==> config.mk <==
export PLATFORM = sky130hd
export DESIGN_NAME = expander
export DESIGN_NICKNAME = d
export VERILOG_FILES = /design/src/rtl/expander.sv
export SDC_FILE = /design/constraint.sdc
export NUM_CORES = 1
export LEC_CHECK = 0
export CAP_MARGIN = 25
export CORE_ASPECT_RATIO = 0.75
export CORE_MARGIN = 2
export CORE_UTILIZATION = 25
export CTS_BUF_LIST = sky130_fd_sc_hd__clkbuf_8
export DETAILED_ROUTE_END_ITERATION = 10
export PLACE_DENSITY_LB_ADDON = 0.05
export SYNTH_ARGS = -nofsm -noshare
export SYNTH_HDL_FRONTEND = slang
export SYNTH_SLANG_ARGS = --single-unit
==> constraint.sdc <==
create_clock -name io_in -period 2.9 [get_ports io_in]
set_input_delay 0.29 -clock io_in [delete_from_list [all_inputs] [get_ports io_in]]
set_output_delay 0.29 -clock io_in [all_outputs]
set_load 0.02 [all_outputs]
==> src/rtl/expander.sv <==
// SPI-slave GPIO expander on an 8-in/8-out pin bus.
// A host drives two-byte transactions (command, then data) over SPI mode 0
// with an active-high select. The transactions read and write a small
// register file that controls a 7-bit output port and samples a 2-bit input
// port. Every SPI pin is oversampled on the system clock, so the whole
// design lives in a single clock domain.
module expander #(
    parameter int SYNC_STAGES = 2
) (
    input  logic [7:0] io_in,
    output logic [7:0] io_out
);

    typedef enum logic {
        PH_CMD,
        PH_DATA
    } phase_t;

    logic clk;
    logic rst_n;
    logic unused_pin;

    assign clk        = io_in[4];
    assign rst_n      = io_in[7];
    assign unused_pin = io_in[2];

    logic [SYNC_STAGES-1:0]      ss_sync;
    logic [SYNC_STAGES-1:0]      sclk_sync;
    logic [SYNC_STAGES-1:0]      mosi_sync;
    logic [SYNC_STAGES-1:0][1:0] gpio_sync;

    logic       ss_s, sclk_s, mosi_s;
    logic [1:0] gpio_s;
    logic       ss_q, sclk_q;
    logic       ss_rise, ss_fall, sclk_rise, sclk_fall;

    logic [3:0] bit_cnt;
    logic [7:0] rx_sr;
    logic       byte_done;

    phase_t     phase;
    logic [7:0] cmd;
    logic [7:0] ctrl;
    logic [7:0] out_r;

    logic [7:0] tx_sr;
    logic       rd_active;
    logic [7:0] rd_sel;

    assign ss_s   = ss_sync[SYNC_STAGES-1];
    assign sclk_s = sclk_sync[SYNC_STAGES-1];
    assign mosi_s = mosi_sync[SYNC_STAGES-1];
    assign gpio_s = gpio_sync[SYNC_STAGES-1];

    assign ss_rise   =  ss_s   & ~ss_q;
    assign ss_fall   = ~ss_s   &  ss_q;
    assign sclk_rise =  sclk_s & ~sclk_q;
    assign sclk_fall = ~sclk_s &  sclk_q;

    // Synchronise the asynchronous pins and keep one extra sample for edge detection.
    always_ff @(posedge clk or negedge rst_n) begin
        if (!rst_n) begin
            ss_sync   <= '0;
            sclk_sync <= '0;
            mosi_sync <= '0;
            gpio_sync <= '0;
            ss_q      <= 1'b0;
            sclk_q    <= 1'b0;
        end else begin
            ss_sync   <= {ss_sync[SYNC_STAGES-2:0], io_in[0]};
            sclk_sync <= {sclk_sync[SYNC_STAGES-2:0], io_in[1]};
            mosi_sync <= {mosi_sync[SYNC_STAGES-2:0], io_in[3]};
            gpio_sync <= {gpio_sync[SYNC_STAGES-2:0], io_in[6:5]};
            ss_q      <= ss_s;
            sclk_q    <= sclk_s;
        end
    end

    // Assemble the incoming byte. The counter stops at 8, so any clocks
    // after the eighth in the same frame are ignored.
    always_ff @(posedge clk or negedge rst_n) begin
        if (!rst_n) begin
            bit_cnt   <= 4'd0;
            rx_sr     <= 8'h00;
            byte_done <= 1'b0;
        end else begin
            byte_done <= ~ss_rise & ss_s & sclk_rise & (bit_cnt == 4'd7);
            if (ss_rise) begin
                bit_cnt <= 4'd0;
                rx_sr   <= 8'h00;
            end else if (ss_s && sclk_rise && bit_cnt != 4'd8) begin
                rx_sr   <= {rx_sr[6:0], mosi_s};
                bit_cnt <= bit_cnt + 4'd1;
            end
        end
    end

    // Run the command/data phase machine and commit writes to the register file.
    // When SRST is set, it wipes CTRL and OUT one clock after the write lands.
    always_ff @(posedge clk or negedge rst_n) begin
        if (!rst_n) begin
            phase <= PH_CMD;
            cmd   <= 8'h00;
            ctrl  <= 8'h00;
            out_r <= 8'h00;
        end else begin
            if (ctrl[0]) begin
                ctrl  <= 8'h00;
                out_r <= 8'h00;
            end
            if (byte_done) begin
                case (phase)
                    PH_CMD: begin
                        cmd   <= rx_sr;
                        phase <= PH_DATA;
                    end
                    PH_DATA: begin
                        if (cmd[7]) begin
                            case (cmd[1:0])
                                2'b00:   ctrl  <= rx_sr;
                                2'b11:   out_r <= rx_sr;
                                default: ;
                            endcase
                        end
                        phase <= PH_CMD;
                    end
                    default: phase <= PH_CMD;
                endcase
            end
        end
    end

    // Select the register that a read data frame returns.
    always_comb begin
        rd_sel = 8'h00;
        case (cmd[1:0])
            2'b00:   rd_sel = ctrl;
            2'b01:   rd_sel = {6'b0, gpio_s};
            2'b10:   rd_sel = 8'h00;
            default: rd_sel = out_r;
        endcase
    end

    // Load the read value when a read data frame is selected, then shift it
    // out MSB first, advancing on each falling sclk edge.
    always_ff @(posedge clk or negedge rst_n) begin
        if (!rst_n) begin
            tx_sr     <= 8'h00;
            rd_active <= 1'b0;
        end else if (ss_rise) begin
            rd_active <= (phase == PH_DATA) && !cmd[7];
            tx_sr     <= rd_sel;
        end else if (ss_fall) begin
            rd_active <= 1'b0;
        end else if (ss_s && sclk_fall) begin
            tx_sr <= {tx_sr[6:0], 1'b0};
        end
    end

    assign io_out = {(ctrl[3] ? out_r[6:0] : 7'd0), rd_active & tx_sr[7]};

endmodule

; ---- Word level (Yosys, flattened, before mapping)
; Cells that the tools add are included.
[word_totals]
reg_bits = 59
output_inout_bits = 8
elab_cells = 70
[classes]
n_addsub = 1
eq_ne = 6
mux = 22
n_bitwise = 14
reduce_logical = 11
[op_table]
columns = operator, n
row1 = $mux W8, 15
row2 = $pmux W8 S3, 1
row3 = $and A1 B1 Y1, 8
row4 = $mux W4, 2
row5 = $mux W7, 1
row6 = $not A1 Y1, 6
row7 = $reduce_bool A2 Y1, 3
row8 = $add A4 B1 Y4 const B, 1
row9 = $eq A2 B2 Y1 const B, 2
row10 = $eq A4 B3 Y1 const B, 1
row11 = $logic_and A1 B1 Y1, 4
row12 = $ne A4 B4 Y1 const B, 1
row13 = $reduce_and A2 Y1, 2
row14 = $eq A2 B1 Y1 const B, 1
row15 = $logic_not A2 Y1, 1
row16 = $mux W1, 2
row17 = $ne A2 B2 Y1 const B, 1
row18 = $pmux W1 S2, 1
row19 = $logic_not A1 Y1, 1

; ---- Depth between registers and ports, before layout
; Gate-level depths: netlist (run 1).
[logic_depth]
depth_word = 6
depth_mapped = 6

; ---- Least setup slack after synthesis (run 1)
; Ideal clock, no wire load.
[synth_path]
path_type = register -> register
from = register ss_sync[1]
to = register tx_sr[0]
setup_time_ps = 121
arrival_time_ps = 1362
required_time_ps = 2779
slack_ps = 1417
stages_incl_launch_ff = 6
synth_period_minus_slack_ps = 1483
cell_sequence = dfrtp_1 > inv_1 > ha_1 > and4bb_1 > nor2_2 > a22o_1
[synth_between]
elab_chain_cells = 4
elab_cells_between_ends = 8
classes_between = eq/ne: 1 / mux: 1 / bitwise: 3 / reduce/logical: 3
[synth_lines]
columns = element, line_no
row1 = "start, declared", 27  ; logic [SYNC_STAGES-1:0] ss_sync;
row2 = "start signal, assigned", 70  ; ss_sync <= {ss_sync[SYNC_STAGES-2:0], io_in[0]};
row3 = $not A1 Y1, 56  ; assign ss_fall = ~ss_s & ss_q;
row4 = $and A1 B1 Y1, 56
row5 = $ne A2 B2 Y1 (no line), -
row6 = $reduce_and A2 Y1 (no line), -
row7 = "end signal, assigned", 152  ; tx_sr <= rd_sel;
row8 = "end signal, assigned", 156  ; tx_sr <= {tx_sr[6:0], 1'b0};
row9 = "end, declared", 46  ; logic [7:0] tx_sr;
; Several ways; a longest one is shown, not always the timed one.
; A chain may end at the register's enable or synchronous reset.

; ---- Worst setup path after layout (run 1)
[layout_path]
from = register ss_sync[1]
to = register tx_sr[1]
; The elaborated chain is that of the path after synthesis.

==> results.cfg, run 1 <==
[pwr]
ir_drop_v = 0.0002305
p_int_mw = 1.166
switching_share = 0.3415
p_per_area_mw_per_mm2 = 622.7
switchingPower_uw = 604.5
power_frac_seq = 0.422
power.leakage_nw = 1.259
p_clk_frac = 0.578
p_comb_frac = 0

[grt]
gr-total-overflow = 0
grt_usage = 0.1286
grt_pass1_wl_um = 9694
grt_pass1_vias = 1857
antenna_found_initial = 0
grt_max_degree = 17

[routing]
ant_nets = 0
drtIter0Drc = 128
vias = 1648
routed_wl_um = 6010
avgRoutedWirePerCell_um = 16.93
dr.pass1.iters = 4
drcViolationCount = 0
vias_per_cell = 4.642

[timing]
setup_tns_ns = 0
setup_violations = 0
maxSlewViolCount = 0
finalHoldViolCount = 59
clock.fmax_ghz = 0.5069
period_share = 0.6802
worst_pin_slew_ns = 0.6242
whs_ns = -0.3454
final.setup_skew_ns = 0.006533
slew_headroom = 0.5839
min_period_ns = 1.973
rsz0062_at_grt = no

[layout]
final_cell_mix = dfrtp_1 (54), nor2b_1 (17), o21ai_1 (13), a21oi_1 (13), nor2_1 (13)
design_area_mm2 = 0.002843
finalNetCount = 233
diodes = 0
layout_commonest_cell = dfrtp_1
area_growth_pct = 15.56
drive_gt1_frac = 0.1435
fillCellCount = 1023

[synthesis]
ys_types = 36
synth-warning-count = 0
synth_area_leaders = dfrtp_1 (55%), mux2_4 (4.9%), nor2b_1 (4.3%)
netlist_area_mm2 = 0.002460
synth.largest_area_cell = dfrtp_1
syn_area_per_cell_um2 = 11.83
synth_top_area_frac = 0.5493
netlist_instances = 208
synth_fp_nets = 221
ys_seq_area_frac = 0.5493
ys_seq_elements = 54

[floorplanning]
rows = 31
core_area_mm2 = 0.009619
die_h_um = 89.91
die-width_um = 118.5
num_io_pins = 16
dieArea_mm2 = 0.01066
start_util = 0.2557

[worst_setup_path]
cpPeakStageDelay_ns = 0.54
reg2reg_slack_ns = 0.93
path_max_fanout = 9
r2r-start = ss_sync[1]$_DFF_PN0_
r2r_cells = 4
crit_path_start_kind = flop
worstPathArrival_ns = 2.16
slowest_stage = dfrtp_1
rr_endpoint = tx_sr[1]$_DFFE_PN0P_
crit_chain = ha_1 > inv_1 > a221oi_1 > o2bb2ai_1
crit_buf_inv = 1
path_class = flop to flop
required_ns = 3.09
critPathTopFamily = compound AO/OA/AOI/OAI gates
worstSetupEndpointType = flop

[place]
hpwlAfterDp_um = 3898
postPlaceCellArea_mm2 = 0.002655
place_congestion = 0.6925
port_buffers = 8

[cts]
clk-insertion-delay-late_ns = 0.32
hold_buffers = 0
cts_tree = built
path_clk_slew_ns = 0.10
post-cts-setup-buffers = 0
cts_resized = 0

[status]
violations = hold timing
status = finished, violations left

[job]
max_cap_viol_count = 0

[worst_hold_path]
hp-class = clock port to async pin
[cell families (layout without fill, tap and decap cells)]
| family | Yosys count | count (layout) | share of synthesized area |
|---|---|---|---|
| AOI/OAI and AO/OA | 44 | 44 | 0.1200 |
| xor gates and xnor gates | 1 | 1 | 0.003561 |
| adders and majority gates | 5 | 5 | 0.02543 |
| buffers and inverters | 16 | 31 | 0.03408 |
| DFF | 54 | 54 | 0.5493 |
| muxes | 19 | 19 | 0.09868 |
| and+or+nand+nor | 69 | 69 | 0.1689 |
[metal layers]
metal / global-route usage / vias up / part of all wire
li1: - / 764 / -
met1: 0.1537 / 824 / 0.49
met2: 0.1485 / 46 / 0.42
met3: 0.09201 / 14 / 0.072
met4: 0.1091 / 0 / 0.024
met5: 0 / - / 0
[through the flow]
step	total power, mW	utilization	setup WS (ns)	hold slack (ns)	std cells
5_1_grt	1.936	0.2955	0.7527	-0.3393	355
6_report	1.770	0.2955	0.9273	-0.3454	355
3_5_place_dp	0.7662	0.2760	0.9408	-0.2956	340
2_1_floorplan	0.7662	-	1.345	-0.2956	208
3_3_place_gp	0.7662	0.2760	1.008	-0.2956	340
4_1_cts	1.859	0.2955	0.9256	-0.3344	355
[worst max-delay path by stage]
| stage | start | to | slack [ns] | depth (start not counted) |
|---|---|---|---|---|
| final | ss_sync[1]$_DFF_PN0_ | tx_sr[1]$_DFFE_PN0P_ | 0.93 | 4 |
| after global routing | ss_sync[1]$_DFF_PN0_ | tx_sr[1]$_DFFE_PN0P_ | 0.75 | 4 |
| after CTS | ss_sync[1]$_DFF_PN0_ | tx_sr[1]$_DFFE_PN0P_ | 0.93 | 4 |
| after detailed placement | ss_sync[1]$_DFF_PN0_ | tx_sr[1]$_DFFE_PN0P_ | 0.94 | 4 |
| after global placement | ss_sync[1]$_DFF_PN0_ | tx_sr[4]$_DFFE_PN0P_ | 1.01 | 4 |
| after floorplan | io_in[5] | gpio_sync[0]$_DFF_PN0_ | 1.35 | 0 |
[flip-flops by register name, summed over array words and instances, names as in the netlist, 2 cells and up]
name and flops:
tx_sr 8, out_r 8, gpio_sync 2, cmd 3, bit_cnt 4, ss_sync 2
sclk_sync 2, rx_sr 8, mosi_sync 2, gpio_s 2, ctrl 8
[synthesized netlist by cell type (all sizes together)]
library cell and instances:
mux2i 1, a221oi 1, ha 5, xor2 1, inv 7, o21ai 15
and3b 2, clkbuf 4, o2bb2ai 2, and2 10, nor2 14, nand2 4
nor3 2, buf 5, or3 1, nand3 12, dfrtp 54, a21oi 13
nor2b 18, a221o 6, a22o 1, and4bb 1, mux2 18, a32o 6
or4 1, nand3b 4
[final cells by class]
class	count	area (µm²)	share of cell area
clock buffers	10	137.6	0.04842
clock inverters	5	50.05	0.01761
inverters	7	26.28	0.009243
multi-input cells	138	1025	0.3605
flip-flops and latches	54	1351	0.4754
well taps	132	165.2	0.05810
repair buffers	9	87.58	0.03081
[power groups by stage]
stage	Combinational [mW]	Clock (mW)	Sequential, mW
finish	0.000000400	1.02	0.746
global route	0.000000400	1.19	0.747
CTS	0.000000400	1.11	0.746
detailed placement	0.000000400	0	0.766
global placement	0.000000400	0	0.766
floorplan	0.000000398	0	0.766
Note: power is estimated with default switching activity, not from simulation.
==> run 2: changes to the inputs <==
==> constraint.sdc (replaced) <==
create_clock -name io_in -period 1.93 [get_ports io_in]
set_input_delay 0.193 -clock io_in [delete_from_list [all_inputs] [get_ports io_in]]
set_output_delay 0.193 -clock io_in [all_outputs]
set_load 0.02 [all_outputs]
==> results.cfg, run 2 (synthesis gave the netlist of run 1 again) <==
[grt]
grt_pass1_vias = 1877
antenna_found_initial = 0
grt_pass1_wl_um = 9639
grt_usage = 0.1235
gr-total-overflow = 0
grt_max_degree = 21

[place]
postPlaceCellArea_mm2 = 0.002678
place_congestion = 0.7007
port_buffers = 8
hpwlAfterDp_um = 3946
dp.cells = 343

[pwr]
ir_drop_v = 0.0003669
p_per_area_mw_per_mm2 = 883.3
power.leakage_nw = 1.264

[floorplanning]
rows = 31
core_area_mm2 = 0.009619
die_h_um = 89.91
num_io_pins = 16
dieArea_mm2 = 0.01066
die-width_um = 118.5
start_util = 0.2557

[timing]
setup_tns_ns = 0
setup_violations = 0
worst_pin_slew_ns = 0.4877
period_share = 0.9178
slew_headroom = 0.6738
final.setup_skew_ns = 0.004236
clock.fmax_ghz = 0.5645
whs_ns = -0.3407
min_period_ns = 1.771
rsz0062_at_grt = no
finalHoldViolCount = 59
maxSlewViolCount = 0

[routing]
dr.pass1.iters = 4
drtIter0Drc = 118
routed_wl_um = 5823
ant_nets = 0
vias = 1650
drcViolationCount = 0
avgRoutedWirePerCell_um = 16.27
vias_per_cell = 4.609

[worst_setup_path]
path_class = flop to primary output
crit_path_start_kind = flop
crit_chain = and2_1 > clkdlybuf4s50_1
slowest_stage = clkdlybuf4s50_1
path_max_fanout = 9
cpPeakStageDelay_ns = 0.60
worstSetupEndpointType = primary output
worstPathArrival_ns = 1.58
required_ns = 1.74

[layout]
finalNetCount = 236
drive_gt1_frac = 0.1549
fillCellCount = 1005
area.sequential_mm2 = 0.001351
multiInputGateArea_mm2 = 0.001025
design_area_mm2 = 0.002845
layout_commonest_cell = dfrtp_1
final_cell_mix = dfrtp_1 (54), nor2b_1 (17), o21ai_1 (13), a21oi_1 (13), nor2_1 (13)
area_growth_pct = 15.67
diodes = 0
fin_cells = 358

[cts]
cts_resized = 0
cts_tree = built
hold_buffers = 0
path_clk_slew_ns = 0.10
clk-insertion-delay-late_ns = 0.31
post-cts-setup-buffers = 0

[status]
violations = hold timing
status = finished, violations left

[job]
max_cap_viol_count = 0

[worst_hold_path]
hp-class = clock port to async pin
==> run 2: metrics by stage <==
| stage | setup slack, ns | power, mW | util |
|---|---|---|---|
| floorplan | 0.4472 | 1.151 | - |
| global placement | 0.2852 | 1.151 | 0.2784 |
| detailed placement | 0.2374 | 1.151 | 0.2784 |
| CTS | 0.1341 | 2.641 | 0.2958 |
| global route | 0.03348 | 2.742 | 0.2958 |
| finish | 0.1586 | 2.513 | 0.2958 |
==> run 2: report_power, final <==
group	leakage [nW]	switching (mW)	internal (mW)
sequential	0.756	0	1.12
combinational	0.417	0	0
clock	0.0915	0.861	0.530
==> run 2: layout make-up <==
type                       instances  area share
tap                              132     0.05805
timing repair buffer              12     0.03870
clock inverter                     4    0.005717
sequential                        54      0.4749
clock buffer                      11     0.05321
multi-input combinational        138      0.3602
inverter                           7    0.009235
==> run 2: critical path, delay by kind of cell (launching register included) <==
family | cells | cell delay (ns)
and+or+nand+nor | 1 | 0.17
buffers and inverters | 1 | 0.60
DFF | 1 | 0.49
==> run 2: path summary, 6_finish.rpt <==
path / start / to / slack, ns / depth (start not counted)
hold / removal: io_in[7] / out_r[4]$_DFF_PN0_ / -0.34 / 2
setup reg to reg: bit_cnt[0]$_DFFE_PN0P_ / bit_cnt[2]$_DFFE_PN0P_ / 0.22 / 5
hold reg to reg: sclk_sync[0]$_DFF_PN0_ / sclk_sync[1]$_DFF_PN0_ / 0.36 / 0
max in group asynchronous: io_in[7] / rx_sr[6]$_DFFE_PN0P_ / 2.14 / 2
setup / recovery: ctrl[3]$_DFF_PN0_ / io_out[2] / 0.16 / 2
min in group io_in: io_in[5] / gpio_sync[0]$_DFF_PN0_ / -0.29 / 0
==> run 2: per-layer routing <==
metal	vias up	GRT usage	wire length [µm]
met5	-	0	0
met2	35	0.1499	2498
li1	766	-	-
met4	0	0.08929	111
met1	839	0.1505	2889
met3	10	0.08376	324
